<file path="src/rtl/drop_timer.sv">
// drop_timer: latches the fall-time limit and runs the elapsed-time counter
// that feeds display_and_drop. Both times are unsigned 8.8 fixed point with an
// LSB of 1/256 s. The prescaler divides clk by TICK_DIV to produce that LSB.
//
// Ports
//   clk          system clock, rising edge
//   rst_n        asynchronous active-low reset
//   t_lim_in     limit time from the square-root/height path
//   t_lim_valid  one-cycle strobe qualifying t_lim_in
//   start        one-cycle strobe, begin timing (honoured in ARMED only)
//   abort        level, return to IDLE and clear everything (highest priority)
//   t_act        elapsed time, registered
//   t_lim        latched limit, registered
//   drop_en      registered, high in RUN and FIRED
//   busy         registered, high in RUN
//   done         registered, one-cycle pulse on entry to FIRED
module drop_timer #(
   parameter int unsigned DATA_WIDTH = 16,
   parameter int unsigned TICK_DIV   = 4
) (
   input  logic                  clk,
   input  logic                  rst_n,
   input  logic [DATA_WIDTH-1:0] t_lim_in,
   input  logic                  t_lim_valid,
   input  logic                  start,
   input  logic                  abort,
   output logic [DATA_WIDTH-1:0] t_act,
   output logic [DATA_WIDTH-1:0] t_lim,
   output logic                  drop_en,
   output logic                  busy,
   output logic                  done
);

   typedef enum logic [1:0] {
      ST_IDLE  = 2'd0,
      ST_ARMED = 2'd1,
      ST_RUN   = 2'd2,
      ST_FIRED = 2'd3
   } state_t;

   localparam logic [15:0] PRESC_MAX = 16'(TICK_DIV - 1);

   state_t                state_q, state_d;
   logic [DATA_WIDTH-1:0] t_act_q, t_act_d;
   logic [DATA_WIDTH-1:0] t_lim_q, t_lim_d;
   logic [15:0]           presc_q, presc_d;
   logic                  drop_en_q, drop_en_d;
   logic                  busy_q, busy_d;
   logic                  done_q, done_d;

   // Next-state, counter and registered-output logic.
   always_comb begin
      state_d   = state_q;
      t_act_d   = t_act_q;
      t_lim_d   = t_lim_q;
      presc_d   = presc_q;

      if (abort) begin
         state_d = ST_IDLE;
         t_act_d = {DATA_WIDTH{1'b0}};
         t_lim_d = {DATA_WIDTH{1'b0}};
         presc_d = 16'd0;
      end else begin
         case (state_q)
            ST_IDLE: begin
               t_act_d = {DATA_WIDTH{1'b0}};
               presc_d = 16'd0;
               if (t_lim_valid) begin
                  t_lim_d = t_lim_in;
                  state_d = ST_ARMED;
               end else begin
                  state_d = ST_IDLE;
               end
            end
            ST_ARMED: begin
               // A limit arriving with start is the one the run uses.
               if (t_lim_valid) begin
                  t_lim_d = t_lim_in;
               end else begin
                  t_lim_d = t_lim_q;
               end
               if (start) begin
                  t_act_d = {DATA_WIDTH{1'b0}};
                  presc_d = 16'd0;
                  state_d = ST_RUN;
               end else begin
                  state_d = ST_ARMED;
               end
            end
            ST_RUN: begin
               // Compare on registered values; reaching the limit freezes
               // t_act so it can never pass t_lim or wrap.
               if (t_act_q >= t_lim_q) begin
                  state_d = ST_FIRED;
               end else if (presc_q == PRESC_MAX) begin
                  presc_d = 16'd0;
                  t_act_d = t_act_q + DATA_WIDTH'(1);
               end else begin
                  presc_d = presc_q + 16'd1;
               end
            end
            ST_FIRED: begin
               if (t_lim_valid) begin
                  t_lim_d = t_lim_in;
                  t_act_d = {DATA_WIDTH{1'b0}};
                  presc_d = 16'd0;
                  state_d = ST_ARMED;
               end else begin
                  state_d = ST_FIRED;
               end
            end
            default: begin
               state_d = ST_IDLE;
               t_act_d = {DATA_WIDTH{1'b0}};
               t_lim_d = {DATA_WIDTH{1'b0}};
               presc_d = 16'd0;
            end
         endcase
      end

      // Status flags are decoded from the next state so they register
      // alongside the state they describe.
      busy_d    = (state_d == ST_RUN);
      drop_en_d = (state_d == ST_RUN) || (state_d == ST_FIRED);
      done_d    = (state_d == ST_FIRED) && (state_q != ST_FIRED);
   end

   // State and output registers.
   always_ff @(posedge clk or negedge rst_n) begin
      if (!rst_n) begin
         state_q   <= ST_IDLE;
         t_act_q   <= {DATA_WIDTH{1'b0}};
         t_lim_q   <= {DATA_WIDTH{1'b0}};
         presc_q   <= 16'd0;
         drop_en_q <= 1'b0;
         busy_q    <= 1'b0;
         done_q    <= 1'b0;
      end else begin
         state_q   <= state_d;
         t_act_q   <= t_act_d;
         t_lim_q   <= t_lim_d;
         presc_q   <= presc_d;
         drop_en_q <= drop_en_d;
         busy_q    <= busy_d;
         done_q    <= done_d;
      end
   end

   assign t_act   = t_act_q;
   assign t_lim   = t_lim_q;
   assign drop_en = drop_en_q;
   assign busy    = busy_q;
   assign done    = done_q;

endmodule

</file>
<file path="config.mk">
export PLATFORM = sky130hd
export DESIGN_NAME = drop_timer
export DESIGN_NICKNAME = d
export VERILOG_FILES = /design/src/rtl/drop_timer.sv
export SDC_FILE = /design/constraint.sdc
export NUM_CORES = 1
export LEC_CHECK = 0
export CAP_MARGIN = 20
export CORE_MARGIN = 2
export CORE_UTILIZATION = 39
export DETAILED_ROUTE_END_ITERATION = 8
export PLACE_DENSITY = 0.69
export SLEW_MARGIN = 20
export SYNTH_ARGS = -nofsm -noshare
export SYNTH_HDL_FRONTEND = slang
export SYNTH_SLANG_ARGS = --single-unit
</file>
<file path="constraint.sdc">
create_clock -name clk -period 2.45 [get_ports clk]
set_input_delay 0.49 -clock clk [delete_from_list [all_inputs] [get_ports clk]]
set_output_delay 0.49 -clock clk [all_outputs]
set_load 0.02 [all_outputs]
</file>
[Word-level counts from Yosys, hierarchy flattened]
Cells that the tools add are included.
Cells by class
  add/subtract/negate cells: 2
  multiplexer cells: 19
  magnitude comparators: 1
  eq/ne operators: 11
  reductions and logical operators: 9
Operators by type and width (number)
  $mux W16: 11
  $pmux W16 S4: 2
  $add A16 B1 Y16 const B: 2
  $eq A16 B2 Y1 const B: 1
  $ge A16 B16 Y1: 1
  $ne A3 B3 Y1 const B: 4
  $eq A2 B2 Y1 const B: 4
  $mux W2: 4
  $pmux W2 S4: 1
  $reduce_and A4 Y1: 1
  $reduce_bool A2 Y1: 2
  $reduce_and A3 Y1: 1
  $reduce_or A3 Y1: 1
  $eq A2 B1 Y1 const B: 1
  $logic_not A2 Y1: 1
  $ne A2 B2 Y1 const B: 1
  $reduce_and A2 Y1: 1
  $logic_and A1 B1 Y1: 1
  $logic_or A1 B1 Y1: 1
  $mux W1: 1
Storage, ports and cells
  word-level logic and storage cells: 49
  register bits: 53
  output and inout port bits: 35
  bits of input ports: 21

[Longest topological paths before layout]
  word-level depth: 6
  mapped depth: 9
  gate-level depth less buffers: 8

[Worst setup path before layout]
Ideal clock, no wire load.
  path kind: register -> register
  start: register t_act_q[0] (netlist: t_act[0])
  end: register t_act_q[5] (netlist: t_act[5])
  path slack: -0.031 ns
  data required time: 2.372 ns
  stages on the path, launching flop included: 10
  arrival time: 2.403 ns
  period minus slack after synthesis: 2.481 ns
  path through: dfrtp_1 inv_1 ha_1 nand2b_4 a2111oi_4 o21ba_2 o211ai_4 buf_6 or4_1 a21oi_1
On the way
  word-level cells in the longest chain between the ends: 5
  elaborated cells on any way between the ends: 8
  classes of those cells: 1 x add/sub; 1 x order compare; 1 x eq/ne; 4 x mux; 1 x reduce/logical
RTL lines
  from (decl): RTL line 44  | logic [DATA_WIDTH-1:0] t_act_q, t_act_d;
  from (signal assigned): RTL line 132  | t_act_q <= {DATA_WIDTH{1'b0}};
  from (signal assigned): RTL line 140  | t_act_q <= t_act_d;
  $add A16 B1 Y16: RTL line 97  | t_act_d = t_act_q + DATA_WIDTH'(1);
  $mux W16: RTL line 95  | end else if (presc_q == PRESC_MAX) begin
  $mux W16: RTL line 93  | if (t_act_q >= t_lim_q) begin
  $pmux W16 S4: RTL line 64  | case (state_q)
  $mux W16: RTL line 58  | if (abort) begin
Several ways; a longest one is shown, not always the timed one. The select of a mux whose other input is x is not followed.
A chain may end at the register's enable or synchronous reset.

[Worst setup path after layout]
  start: register t_lim_q[5] (netlist: t_lim[5])
  end: register presc_q[15]
On the way
  word-level cells in the longest chain between the ends: 3
RTL lines
  from (decl): RTL line 45  | logic [DATA_WIDTH-1:0] t_lim_q, t_lim_d;
  from (signal assigned): RTL line 133  | t_lim_q <= {DATA_WIDTH{1'b0}};
  from (signal assigned): RTL line 141  | t_lim_q <= t_lim_d;
  $ge A16 B16 Y1: RTL line 93
  $ne A3 B3 Y1 (no source line)
  $reduce_and A3 Y1 (no source line)
  to (signal assigned): RTL line 142  | presc_q <= presc_d;
  to (decl): RTL line 46  | logic [15:0] presc_q, presc_d;
Every way passes these cells.

==> out/qor.txt <==
Syn_nets - 404
CTS tree - yes
Pin count of the biggest net entering global routing - 33
Crit start category - flop
Worst Reg2Reg Path Length in Cells - 9
Async SR Flop Fraction - 100%
Layout Area Growth over Synthesis - 34.1%
Distinct cells, synth - 50
Clock Tree Root - clkbuf_8
Std-Cell Core Area - 8260 um^2
Final min period - 2.34 ns
Period utilization - 95.6%
Pint - 1.32 mW
Leakage power - 1.84 nW
Yosys top cell area share - 39.7%
Buffers on Ports - 55
Routed vias/inst - 5.56
Htree depth - 2
Top cell type by total area after synthesis - dfrtp_1
Rows - 33
Max Used Layer - met4
Vias - 3092
DRT iter0 DRCs - 116
Nets@finish - 489
Warnings from Yosys - 0
GRT Total Usage - 19.5%
Fmax - 427 MHz
Post-route cell area - 4480 um^2
Crit. End Element - flop
Die footprint - 9320 um^2
Max-Cap Viols - 0
Combinational share of power - 18.9%
Hpwl dp - 6380 um
Met3 Routed Length - 509 um
Clk sink count - 53
Die width - 96.5 um
Synth Cell Area - 3340 um^2
Clock skew - 0.00792 ns
Placed insts - 542
Final Setup Violations - 0
Hold crit path type - in2async
Inserted Diodes - 0
# IOs - 56
Final core utilization - 54.2%
Initial antenna violation count - 0
CTS Buf Count - 5
Worst skew pair latency - 0.31 ns
WL final - 8630 um
Sw power - 498 uW
Synth top area cells - dfrtp_1, ha_1, nand3_1
Critical path launch point - t_lim[5]
First-pass GRT wire length - 14100 um
Max-slew headroom - 34.8%
Met1 wire length - 4090 um
Sequential power share - 50.9%
Syn_area_per_cell - 9.15 um^2
Congestion Overflow GR - 0
Status - complete, no violations
DRT Pass-1 Iters - 4
Hold_buf cts - 0
Pwr/cell area - 406 nW/um^2
Most used DFF post-synth - dfrtp_1
Sequential-to-total area share from yosys stat - 39.7%
Die Ht - 96.5 um
Worst Path Required - 2.68 ns
Non-filler cells, final - 556
Post-synth EDFFs - 0
Slew @ Worst Pin - 0.974 ns
Clock slew at reported path FFs - 0.09 ns
Crit path DAT - 2.58 ns
Cell Area, Placed - 4250 um^2
Synth Register Bits - 53
DR DRC count - 0
Post-synthesis instance total - 365
Clk buf depth - 2
Wire per inst - 15.5 um
Placer congestion estimate - 0.801
Clock network fraction of total power - 30.1%
VDD IR max - 0.198 mV
Crit path kind - reg2reg
Setup TNS - 0 ns
Final Max Slew Viols - 0
Vias in the first global route - 2923
Switching share of power - 27.4%
Detail Route Antenna Nets - 0
Detail Route met2 WL - 3940 um
Initial Util - 40.4%
CP Max Fanout - 5
Hold Fails Final Rpt - 0
Critical R2R Launch - t_lim[5]
Share of cells above drive strength 1 - 18.0%
Unrepaired setup endpoints after global routing - true
## worst max-delay path, stage by stage, from the launching register on
cell	delay [ns]
dfrtp_1	0.38
inv_1	0.06
ha_1	0.29
a211oi_1	0.22
o21bai_1	0.17
o21ai_1	0.28
o21ai_1	0.22
buf_4	0.21
a211oi_2	0.24
mux2i_1	0.21
## Yosys cell counts (all sizes together), types with 2 or more instances
cell type,instances
a2111oi,3
nor4,3
nand3b,13
dfrtp,53
nand2,32
inv,19
a31oi,3
buf,6
nor3,9
or2,2
nor2,5
or4,4
or3,10
o211ai,4
o21a,2
nor3b,3
a21oi,25
o31ai,3
clkbuf,14
a211oi,7
and3,6
and4,2
o21ai,35
ha,18
nand3,28
nand2b,20
nand4,11
nor2b,2
mux2i,11
o21bai,3
## worst paths after layout
check | slack, ns | endpoint
worst max-delay path | 0.11 | presc_q[15]
worst min-delay path | 0.19 | t_lim[15]
worst max register to register | 0.11 | presc_q[15]
worst min register to register | 0.52 | t_lim[9]
max in group asynchronous | 1.69 | t_act[0]
min in group clk | 0.52 | t_lim[9]
## per-stage QoR
step / hold WS (ns) / power (mW) / setup WS, ns
6_report: 0.188 / 1.82 / 0.108
5_1_grt: 0.233 / 1.91 / -0.0150
4_1_cts: 0.204 / 1.81 / 0.0127
3_5_place_dp: 0.504 / 1.27 / -0.0180
3_3_place_gp: 0.493 / 1.26 / 0.0190
2_1_floorplan: 0.194 / 1.11 / 0.0502
## routing by layer
layer | global-route usage, % | vias to the layer above
met5 | 0 | -
met4 | 4.93 | 0
met3 | 3.34 | 7
met2 | 30.3 | 96
met1 | 28.4 | 1488
li1 | - | 1501
## registers in the layout, indices dropped and copies added, names as in the netlist
| name | cells |
|---|---|
| busy | 1 |
| presc_q | 16 |
| drop_en | 1 |
| t_lim | 16 |
| t_act | 16 |
| done | 1 |
| state_q | 2 |
## cells in the final DEF, fill, tap and decap left out, types with 2 or more instances in the layout
master and count:
buf_12 3, dfrtp_1 52, o21ai_0 19, inv_1 19, o21ai_1 15, nor3_2 2, or3_1 10, nor2b_1 2
and3_1 6, nor4_4 2, nand2_1 32, nor3_1 5, a21oi_1 22, clkdlybuf4s50_1 54, nand4_1 10, nor3_4 2
o31ai_1 3, nand2b_1 19, a211oi_1 5, or4_1 3, nand3_1 28, a2111oi_2 2, o21bai_1 2, nor3b_1 2
ha_1 18, clkbuf_8 7, a21oi_2 3, o21a_1 2, nand3b_1 13, a211oi_2 2, o211ai_1 3, or2_2 2
nor2_1 5, buf_4 38, a31oi_1 3, mux2i_1 11
## cells by family (layout without fill, tap and decap cells)
group | after synthesis | after routing | share of synthesized area, %
AO/OA/AOI/OAI | 92 | 92 | 17.5
adder cells (fa/ha/maj) | 18 | 18 | 6.75
buffers and inverters | 39 | 125 | 4.83
flip-flops | 53 | 53 | 39.7
multiplexers | 11 | 11 | 3.30
AND/OR/NAND/NOR | 152 | 152 | 27.9
## final cells by class
class / instances / area (um^2)
fillers: 747 / 3780
multi-input cells: 273 / 1920
well taps: 105 / 131
repair buffers: 98 / 927
clock buffers: 7 / 96.3
flip-flops and latches: 53 / 1330
inverters: 19 / 71.3
clock inverters: 1 / 5.00
## power by group through the flow
stage          clock network [mW]  registers [mW]  logic, mW
3_5_place_dp                    0           0.943      0.327
4_1_cts                     0.559           0.926      0.329
5_1_grt                     0.600           0.931      0.378
2_1_floorplan                   0           0.968      0.141
6_report                    0.548           0.926      0.345
3_3_place_gp                    0           0.942      0.321
## timing repair
action	4_1_cts	5_1_grt
setup buffers	0	5
pin swaps	0	9
gates cloned	0	1
endpoints found under the setup margin	3	18
resized for setup	3	17
Power figures use the tool's default switching activity.
